==> config.mk <==
export PLATFORM = sky130hd
export DESIGN_NAME = rf_wb_arbiter
export DESIGN_NICKNAME = d
export VERILOG_FILES = /design/src/rtl/rf_wb_arbiter_pkg.sv /design/src/rtl/rf_scoreboard.sv /design/src/rtl/rf_wb_arbiter.sv
export SDC_FILE = /design/constraint.sdc
export NUM_CORES = 1
export LEC_CHECK = 0
export BUFFER_PORTS_ARGS = -buffer_cell sky130_fd_sc_hd__buf_2
export CORE_ASPECT_RATIO = 1.75
export CORE_MARGIN = 2
export CORE_UTILIZATION = 46
export CTS_CLUSTER_SIZE = 40
export DETAILED_ROUTE_END_ITERATION = 6
export GPL_TIMING_DRIVEN = 0
export MAX_ROUTING_LAYER = met4
export PLACE_DENSITY = 0.89
export SYNTH_ARGS = -nofsm -noshare
export SYNTH_HDL_FRONTEND = slang
export SYNTH_HIERARCHICAL = 1
export SYNTH_SLANG_ARGS = --single-unit
==> constraint.sdc <==
create_clock -name clk -period 2.6 [get_ports clk]
set_clock_uncertainty 0.2 [all_clocks]
set_input_delay 0.13 -clock clk [delete_from_list [all_inputs] [get_ports clk]]
set_output_delay 0.13 -clock clk [all_outputs]
set_load 0.1 [all_outputs]
==> src/rtl/rf_wb_arbiter_pkg.sv <==
// Shared types and constants for the register-file writeback arbiter slice.
package rf_wb_arbiter_pkg;

    localparam int unsigned REG_IDX_W = 5;
    localparam int unsigned XLEN      = 32;
    localparam int unsigned NUM_REGS  = 32;

    typedef logic [REG_IDX_W-1:0] reg_idx_t;

    localparam reg_idx_t REG_ZERO = 5'd0;
    localparam reg_idx_t REG_LINK = 5'd31;

    typedef enum logic [1:0] {
        NONE = 2'd0,
        ALU  = 2'd1,
        LD   = 2'd2,
        LINK = 2'd3
    } req_sel_e;

    typedef struct packed {
        reg_idx_t        rd;
        logic [XLEN-1:0] data;
    } wb_payload_t;

endpackage

==> src/rtl/rf_scoreboard.sv <==
// Busy-register scoreboard and outstanding-load counter; drives the decode hazard stall.
// Define RF_WB_BYPASS_EN to release the stall in the same cycle a load return is granted.
module rf_scoreboard
    import rf_wb_arbiter_pkg::*;
#(
    parameter int unsigned LOAD_DEPTH = 2
) (
    input  logic     clk,
    input  logic     rst,
    input  reg_idx_t rs_i,
    input  reg_idx_t rt_i,
    input  logic     issue_i,
    input  reg_idx_t issue_rd_i,
    input  logic     ret_i,
    input  reg_idx_t ret_rd_i,
    output logic     stall_c_o,
    output logic     full_c_o
);

    localparam int unsigned CNT_W = $clog2(LOAD_DEPTH + 1);

    logic [NUM_REGS-1:1] busy_q, busy_d;
    logic [CNT_W-1:0]    cnt_q, cnt_d;
    logic [NUM_REGS-1:0] busy_eff;
    logic                issue_acc;

    // Register 0 is hard-wired not busy; a granted return may be bypassed.
    always_comb begin
        busy_eff = {busy_q, 1'b0};
`ifdef RF_WB_BYPASS_EN
        if (ret_i) begin
            busy_eff[ret_rd_i] = 1'b0;
        end
`endif
    end

    assign full_c_o  = (cnt_q == CNT_W'(LOAD_DEPTH));
    assign stall_c_o = rst & (busy_eff[rs_i] | busy_eff[rt_i] |
                              (issue_i & (busy_eff[issue_rd_i] | full_c_o)));
    assign issue_acc = issue_i & ~stall_c_o;

    // Clear is applied before set so a same-cycle set on the same register wins.
    always_comb begin
        busy_d = busy_q;
        cnt_d  = cnt_q;
        if (ret_i && ret_rd_i != REG_ZERO) begin
            busy_d[ret_rd_i] = 1'b0;
        end
        if (issue_acc && issue_rd_i != REG_ZERO) begin
            busy_d[issue_rd_i] = 1'b1;
        end
        if (issue_acc && !ret_i) begin
            cnt_d = cnt_q + CNT_W'(1);
        end else if (!issue_acc && ret_i && cnt_q != '0) begin
            cnt_d = cnt_q - CNT_W'(1);
        end
    end

    always_ff @(posedge clk) begin
        if (!rst) begin
            busy_q <= '0;
            cnt_q  <= '0;
        end else begin
            busy_q <= busy_d;
            cnt_q  <= cnt_d;
        end
    end

endmodule

==> src/rtl/rf_wb_arbiter.sv <==
// Single-port register-file writeback arbiter: load > link > ALU with ALU aging.
// Optional RF_WB_BYPASS_EN (in rf_scoreboard) releases load hazards in the return grant cycle.
module rf_wb_arbiter
    import rf_wb_arbiter_pkg::*;
#(
    parameter int unsigned LOAD_DEPTH  = 2,
    parameter logic [31:0] LINK_OFFSET = 32'd8
) (
    input  logic        clk,
    input  logic        rst,
    input  logic        alu_req,
    input  logic [4:0]  alu_rd,
    input  logic [31:0] alu_data,
    output logic        alu_ack,
    input  logic        ld_issue,
    input  logic [4:0]  ld_issue_rd,
    input  logic        ld_valid,
    input  logic [4:0]  ld_rd,
    input  logic [31:0] ld_data,
    output logic        ld_ready,
    input  logic        link_req,
    input  logic [31:0] link_pc,
    output logic        link_ack,
    input  logic [4:0]  rs,
    input  logic [4:0]  rt,
    output logic        hazard_stall,
    output logic        ld_full,
    output logic        reg_write,
    output logic [4:0]  wreg,
    output logic [31:0] wdata
);

    localparam int unsigned AGE_W = 2;
    localparam logic [AGE_W-1:0] AGE_BOOST = AGE_W'(2);

    logic [AGE_W-1:0] age_q, age_d;
    req_sel_e         sel_c;
    wb_payload_t      wb_c, wb_q;
    logic             reg_write_q;

    // Grant selection; an ALU request aged twice overrides the fixed priority.
    always_comb begin
        sel_c = NONE;
        if (rst) begin
            if (alu_req && age_q == AGE_BOOST) begin
                sel_c = ALU;
            end else if (ld_valid) begin
                sel_c = LD;
            end else if (link_req) begin
                sel_c = LINK;
            end else if (alu_req) begin
                sel_c = ALU;
            end
        end
    end

    assign alu_ack  = (sel_c == ALU);
    assign ld_ready = (sel_c == LD);
    assign link_ack = (sel_c == LINK);

    always_comb begin
        wb_c = '0;
        unique case (sel_c)
            ALU:     wb_c = '{rd: alu_rd, data: alu_data};
            LD:      wb_c = '{rd: ld_rd, data: ld_data};
            LINK:    wb_c = '{rd: REG_LINK, data: link_pc + LINK_OFFSET};
            default: wb_c = '0;
        endcase
    end

    always_comb begin
        age_d = '0;
        if (alu_req && !alu_ack) begin
            age_d = (age_q == '1) ? age_q : age_q + AGE_W'(1);
        end
    end

    always_ff @(posedge clk) begin
        if (!rst) begin
            age_q       <= '0;
            reg_write_q <= 1'b0;
            wb_q        <= '0;
        end else begin
            age_q       <= age_d;
            reg_write_q <= (sel_c != NONE) && (wb_c.rd != REG_ZERO);
            if (sel_c != NONE) begin
                wb_q <= wb_c;
            end
        end
    end

    assign reg_write = reg_write_q;
    assign wreg      = wb_q.rd;
    assign wdata     = wb_q.data;

    rf_scoreboard #(
        .LOAD_DEPTH (LOAD_DEPTH)
    ) u_scoreboard (
        .clk        (clk),
        .rst        (rst),
        .rs_i       (rs),
        .rt_i       (rt),
        .issue_i    (ld_issue),
        .issue_rd_i (ld_issue_rd),
        .ret_i      (ld_ready),
        .ret_rd_i   (ld_rd),
        .stall_c_o  (hazard_stall),
        .full_c_o   (ld_full)
    );

endmodule

==> results of run 1 <==
-- per-stage QoR --
| stage | cells | utilization | hold slack, ps |
|---|---|---|---|
| CTS | 949 | 0.665 | 3.20 |
| global route | 950 | 0.677 | 24.6 |
| floorplan | 567 | - | 79.4 |
| detailed placement | 856 | 0.561 | 196 |
| finish | 950 | 0.677 | 13.4 |
| global placement | 856 | 0.561 | 186 |
-- timing repair --
item | 4_1_cts | 5_1_grt
buffers inserted | 2 | 3
pin swaps | 2 | 7
endpoints found under the hold margin | 35 | 0
setup endpoints to repair | 29 | 50
hold buffers | 76 | 0
gates resized for setup | 12 | 58
-- kinds of logic after synthesis --
family	after synthesis
compound gates	189
xor+xnor	27
fa+ha+maj	3
buf+inv	64
flops	73
mux	42
simple gates	169
-- power breakdown --
group          switching [mW]  total (mW)  internal [mW]
sequential             0.0476        1.23           1.18
clock                   0.502        1.25          0.746
combinational           0.919        1.30          0.384
total                    1.47        3.78           2.31
-- flip-flops by register name, summed over array words and instances (netlist names) --
name / count
age_q: 2
reg_write: 1
u_scoreboard/busy_q: 31
u_scoreboard/cnt_q: 2
wreg: 5
wdata: 32
-- layout by cell type (no fill, tap or decap), types with 9 or more instances in the layout --
| cell | instances |
|---|---|
| a21oi_1 | 17 |
| buf_4 | 11 |
| xnor2_1 | 22 |
| o22ai_1 | 9 |
| inv_1 | 10 |
| o21ai_0 | 13 |
| mux4_2 | 15 |
| mux2i_1 | 22 |
| nand4_1 | 14 |
| nand2_1 | 44 |
| o221ai_1 | 13 |
| nand3b_1 | 9 |
| o21ai_1 | 19 |
| clkbuf_16 | 9 |
| nand3_1 | 15 |
| buf_2 | 166 |
| a31oi_1 | 10 |
| clkbuf_1 | 19 |
| o31ai_1 | 29 |
| o211ai_1 | 33 |
| dfxtp_1 | 61 |
| nor2_1 | 21 |
| dlygate4sd3_1 | 76 |
| dfxtp_2 | 12 |
-- layer usage --
layer,GRT usage,up-vias,wire (um)
li1,-,2707,-
met5,-,-,0
met4,0.332,0,2510
met1,0.397,2997,7130
met3,0.122,274,2950
met2,0.652,693,11400
-- tightest hold or removal path, cell delays in order --
cell and delay (ps):
buf_2 80, mux4_2 210, and2_1 110
-- area by class of cell --
cell class,count,share of cell area
Clock inverter,6,0.00939
Antenna cell,1,0.000348
Sequential cell,73,0.205
Multi-Input combinational cell,430,0.462
Inverter,13,0.00800
Tap cell,130,0.0226
Buffer,47,0.0381
Clock buffer,10,0.0318
Timing Repair Buffer,240,0.223
-- how the worst max path moves through the flow --
stage | endpoint | slack (ps) | cells after the start
2_1_floorplan | u_scoreboard/busy_q[28]$_SDFF_PN0_ | 40 | 10
3_3_place_gp | u_scoreboard/cnt_q[1]$_SDFFE_PN0P_ | -190 | 9
3_5_place_dp | u_scoreboard/cnt_q[1]$_SDFFE_PN0P_ | -200 | 9
4_1_cts | u_scoreboard/cnt_q[1]$_SDFFE_PN0P_ | 4 | 8
5_1_grt | wdata[8]$_SDFFE_PN0P_ | -140 | 9
6_report | wdata[8]$_SDFFE_PN0P_ | -50 | 9
==> results by group, run 1 <==
Status
  • Status: finished with violations
  • Failing checks: design-rule violations, negative setup slack

Setup path
  • Worst setup SP type: register
  • Largest delay share family, worst path: buffers and inverters
  • Critical path buffers and inverters: 3
  • CP required: 2680 ps
  • Critical path origin: age_q[0]$_SDFFE_PN0P_
  • Kind of critical path: register to register
  • CP Max Fanout: 10
  • Slowest cell delay on critical path: ~580 ps
  • Worst setup EP type: register
  • Reg-to-Reg End: wdata[8]$_SDFFE_PN0P_
  • Critical path's slowest cell: dlygate4sd3_1
  • Reg2Reg Depth: 9
  • Reg-to-reg startpoint: age_q[0]$_SDFFE_PN0P_
  • R2R Setup Slk: -50 ps
  • Critical Path AT: 2740 ps
  • Crit path cell chain: inv_1 -> ha_2 -> a21boi_4 -> o21ai_2 -> nand2_2 -> buf_4 -> nor2_1 -> a211oi_1 -> dlygate4sd3_1

Clock network
  • Latest clock arrival within the worst-skew pair: approximately 340 ps
  • Clock transition at path regs: about 70 ps
  • Clock Root Buffer: clkbuf_16
  • CTS Sinks: 73
  • CTS buffer count: 9
  • CTS tree: yes
  • # H-tree levels: 3
  • Max clock buf depth: 2

Die
  • Core Footprint: 10600 um^2
  • Initial cell density of the core: 0.467
  • Chip height: around 140 um
  • Die W: 82.6 um
  • Row count: 50
  • Io pins: 170
  • Die area: ~12000 um^2

Finish
  • Fill count: 762
  • Final instance area: around 7000 um^2
  • Register area: 1480 um^2
  • Layout cell share with drive strength beyond 1: 0.341
  • Area used by multi-input combinational logic: 3320 um^2
  • Net count, final: roughly 940
  • Area delta synth->final: 44.9%

Global routing
  • Vias in the first global route: between 6000 and 7000
  • Initial antenna violation count: 1
  • Largest net degree at the start of global routing: 14
  • Total grt overflow: 0
  • First-pass GRT wire length: 34800 um
  • GRT Total Usage: 0.409

Yosys
  • YS warnings: 6
  • Distinct cells, synth: 66
  • Sequential-to-total area share from yosys stat: 0.294
  • Syn_nets: 697
  • Yosys top cell area share: 0.294
  • Simple-gate area share of the yosys netlist: 0.200
  • Ys flop type: dfxtp_1
  • Synth Area in XOR/XNOR: 0.0476
  • Largest family of logic cells by synthesized area: compound AO/OA/AOI/OAI gates
  • Syn Area/Cell: 8.76 um^2
  • Mux share of post-synthesis cell area: 0.124
  • Top-count cell post-synth: dfxtp_1
  • Yosys top cell by area: dfxtp_1
  • Top post-synthesis cells by area: dfxtp_1, mux4_2, o211ai_1, o31ai_1, mux2i_1
  • FF+latch count, synth: 73
  • Post-synth EDFFs: 0
  • Top cells by count, synth: dfxtp_1, nand2_1, o211ai_1, o31ai_1, clkbuf_1
  • Synth Area in Compound Gates: 0.269
  • Mapped Area: 4970 um^2
  • Post-synthesis adder-cell area fraction: 0.00756
  • Gate Count Post-Synth: about 570
  • Asr flop ratio synth: 0

Placed design
  • Pre-CTS setup slack: -200 ps
  • DP Area: 5970 um^2
  • PortBufs: 159
  • DP HPWL: 14600 um
  • GPL Wtd Cong: ~1

STA
  • Max-slew violations: 0
  • Hold Vio Cnt, Final: 0
  • Final WS setup: -51.6 ps
  • Relative slew slack: 0.475
  • TNS Setup: -167 ps
  • Crit path time final: 2650 ps
  • Fmax: 377 MHz
  • Final setup viols: 6
  • Final worst path period share: 1.02
  • RSZ-0062 raised after global routing: true
  • Slew @ Worst Pin: roughly 800 ps

Flow run
  • MaxCap Viol Count: 0

Power
  • Power per cell area: 526 nW/um^2
  • Max VDD drop: 0.000389 V
  • Power Total: 3.78 mW
  • P_leak: 2.95 nW

Drt
  • Routed wire length: 24000 um
  • First-pass iteration count of the detailed router: 7
  • Detail Route Antenna Nets: 0
  • Number of DRC markers in iteration 0: 807
  • Vias per inst: about 7
  • WL/cell: 25.3 um
  • Via count: 6671
  • Drt drc: 6

Hold path
  • WHS Path Cells: 3
  • Worst Hold Path EP: wdata[1]$_SDFFE_PN0P_
  • HP Class: primary input to register
  • Hold path startpoint: ld_data[1]
Power figures use the tool's default switching activity.
==> run 2, diff against run 1 <==
--- a/config.mk
+++ b/config.mk
@@ -5,15 +5,15 @@
 export SDC_FILE = /design/constraint.sdc
 export NUM_CORES = 1
 export LEC_CHECK = 0
-export BUFFER_PORTS_ARGS = -buffer_cell sky130_fd_sc_hd__buf_2
 export CORE_ASPECT_RATIO = 1.75
 export CORE_MARGIN = 2
-export CORE_UTILIZATION = 46
+export CORE_UTILIZATION = 60
 export CTS_CLUSTER_SIZE = 40
 export DETAILED_ROUTE_END_ITERATION = 6
+export DONT_BUFFER_PORTS = 1
 export GPL_TIMING_DRIVEN = 0
 export MAX_ROUTING_LAYER = met4
-export PLACE_DENSITY = 0.89
+export PLACE_DENSITY = 0.88
 export SYNTH_ARGS = -nofsm -noshare
 export SYNTH_HDL_FRONTEND = slang
 export SYNTH_HIERARCHICAL = 1
==> constraint.sdc (replaced) <==
create_clock -name clk -period 3 [get_ports clk]
set_clock_uncertainty 0.2 [all_clocks]
set_input_delay 0.15 -clock clk [delete_from_list [all_inputs] [get_ports clk]]
set_output_delay 0.15 -clock clk [all_outputs]
set_load 0.1 [all_outputs]
==> results by group, run 2 (same netlist as run 1, synthesis figures left out) <==
Status
  • Status: finished with violations
  • Failing checks: negative hold slack, negative setup slack

Finish
  • Final instance area: 6380 um^2
  • Layout cell share with drive strength beyond 1: 0.141
  • Non-Filler Instances: 762
  • Antenna diodes: 0
  • Max FFs per register: 32
  • Area delta synth->final: 28.5%
  • Commonest non-fill, non-tap cell in the layout: dlygate4sd3_1
  • Net count, final: 797
  • Core Util, Final: 0.801
  • Commonest non-fill, non-tap cells in the layout: dlygate4sd3_1, dfxtp_1, nand2_1

Flow run
  • MaxCap Viol Count: 0

STA
  • Final worst path period share: 1.01
  • Final WS setup: -29.4 ps
  • Slew @ Worst Pin: 1070 ps
  • Fmax: 330 MHz
  • Final setup viols: 2
  • Crit path time final: between 3000 and 4000 ps
  • Hold Vio Cnt, Final: 4
  • RSZ-0062 raised after global routing: true
  • Max-slew violations: 0
  • Relative slew slack: 0.284
  • Worst hold slack: -17.9 ps

Setup path
  • Critical path buffers and inverters: 3
  • CP required: approximately 3000 ps
  • Critical path origin: age_q[0]$_SDFFE_PN0P_
  • Reg-to-Reg End: u_scoreboard/busy_q[1]$_SDFF_PN0_
  • Reg-to-reg startpoint: age_q[0]$_SDFFE_PN0P_
  • Reg2Reg Depth: 10
  • Worst setup SP type: register
  • Slowest cell delay on critical path: 520 ps
  • Largest delay share family, worst path: simple AND/OR/NAND/NOR gates
  • Worst setup EP type: register
  • Critical Path AT: 3040 ps
  • CP Max Fanout: 8
  • R2R Setup Slk: -30 ps
  • Critical path's slowest cell: or4_1
  • Kind of critical path: register to register
  • Crit path cell chain: inv_1 -> ha_1 -> a21boi_4 -> nand2_4 -> clkinvlp_4 -> clkbuf_8 -> nand3b_1 -> or4_1 -> nand3_1 -> o31ai_1

Drt
  • Detail Route Antenna Nets: 0
  • WL/cell: 28.7 um
  • Number of DRC markers in iteration 0: 801
  • Routed wire length: 21900 um
  • First-pass iteration count of the detailed router: 7
  • Vias per inst: roughly 8.0
  • Drt drc: 0
  • Via count: 6092

Die
  • Initial cell density of the core: 0.624
  • Die area: 9050 um^2
  • Die W: between 70 and 80 um
  • Chip height: about 120 um
  • Row count: 43
  • Core Footprint: 7960 um^2
  • Io pins: 170

Clock network
  • CTS tree: yes
  • CTS Sinks: 73
  • Max clock buf depth: 2
  • CTS buffer count: 9
  • Clock transition at path regs: 60 ps
  • # H-tree levels: 3
  • Clock Root Buffer: clkbuf_16
  • Latest clock arrival within the worst-skew pair: approximately 340 ps

Hold path
  • Worst Hold Path EP: u_scoreboard/busy_q[16]$_SDFF_PN0_
  • Hold path startpoint: ld_rd[0]
  • WHS Path Cells: 3
  • HP Class: primary input to register

Power
  • P_leak: 2.32 nW
  • Max VDD drop: 0.000447 V
  • Power per cell area: 519 nW/um^2

Placed design
  • DP HPWL: 13200 um
  • PortBufs: 0
  • Pre-CTS setup slack: -420 ps
  • DP Area: 5090 um^2
  • # placed instances: 657
  • GPL Wtd Cong: 0.971

Global routing
  • First-pass GRT wire length: 33500 um
  • GRT Total Usage: 0.494
  • Largest net degree at the start of global routing: 14
  • Initial antenna violation count: 0
  • Total grt overflow: 0
  • Vias in the first global route: 6384
==> run 2: cell types whose count changed in the layout (fill, tap and decap cells not counted), moves of 3 or more <==
cell           before  now
dlygate4sd3_1      76   85
dfxtp_2            12    0
clkbuf_1           19   24
o31ai_2             3    0
dfxtp_1            61   73
o31ai_1            29   32
buf_2             166   10
buf_4              11    7
==> run 2: worst max path at each step <==
stage | to | slack [ps] | depth (start not counted)
final | u_scoreboard/busy_q[1]$_SDFF_PN0_ | -30 | 10
after global routing | wdata[14]$_SDFFE_PN0P_ | -130 | 9
after CTS | hazard_stall | 10 | 7
after detailed placement | u_scoreboard/busy_q[2]$_SDFF_PN0_ | -420 | 10
after global placement | u_scoreboard/busy_q[2]$_SDFF_PN0_ | -330 | 10
after floorplan | u_scoreboard/busy_q[28]$_SDFF_PN0_ | 110 | 10
==> run 2: stage by stage <==
stage / power (mW) / hold slack (ps) / setup TNS (ps)
after floorplan: 1.76 / 99.4 / 0
final: 3.31 / -17.9 / -45.9
after CTS: 3.21 / 21.6 / 0
after global placement: 1.85 / 108 / -3210
after global routing: 3.35 / 28.0 / -214
after detailed placement: 1.87 / 109 / -6080
==> run 2: layout make-up <==
class	count	area, um^2
Timing Repair Buffer	90	888
Tap cell	90	113
Clock inverter	7	119
Buffer	50	263
Clock buffer	9	225
Multi-Input combinational cell	430	3260
Fill cell	461	1580
Sequential cell	73	1460
Inverter	13	52.6
==> run 2: per-layer routing <==
layer	global-route usage	share of wire	vias to the layer above
met5	-	0	-
met4	0.474	0.12	0
met3	0.143	0.11	264
met2	0.770	0.48	658
met1	0.462	0.29	2764
li1	-	-	2406
==> run 2: repair_timing <==
item                                    4_1_cts  5_1_grt
hold buffers                                 85        0
gates resized for setup                       5       18
endpoints found under the setup margin       31       55
pin swaps                                     2        2
setup buffers                                 4        1
hold endpoints to repair                     62        0
==> run 2: report_power, final <==
part	total [mW]	switching, mW	internal [mW]	leakage, nW
sequential	1.45	0.421	1.03	0.600
clock	1.26	0.445	0.812	0.162
combinational	0.608	0.341	0.267	1.56
==> run 2: tightest hold or removal path: stages <==
cell and delay [ps]:
or3b_4 170, o211ai_1 100, o31ai_1 70
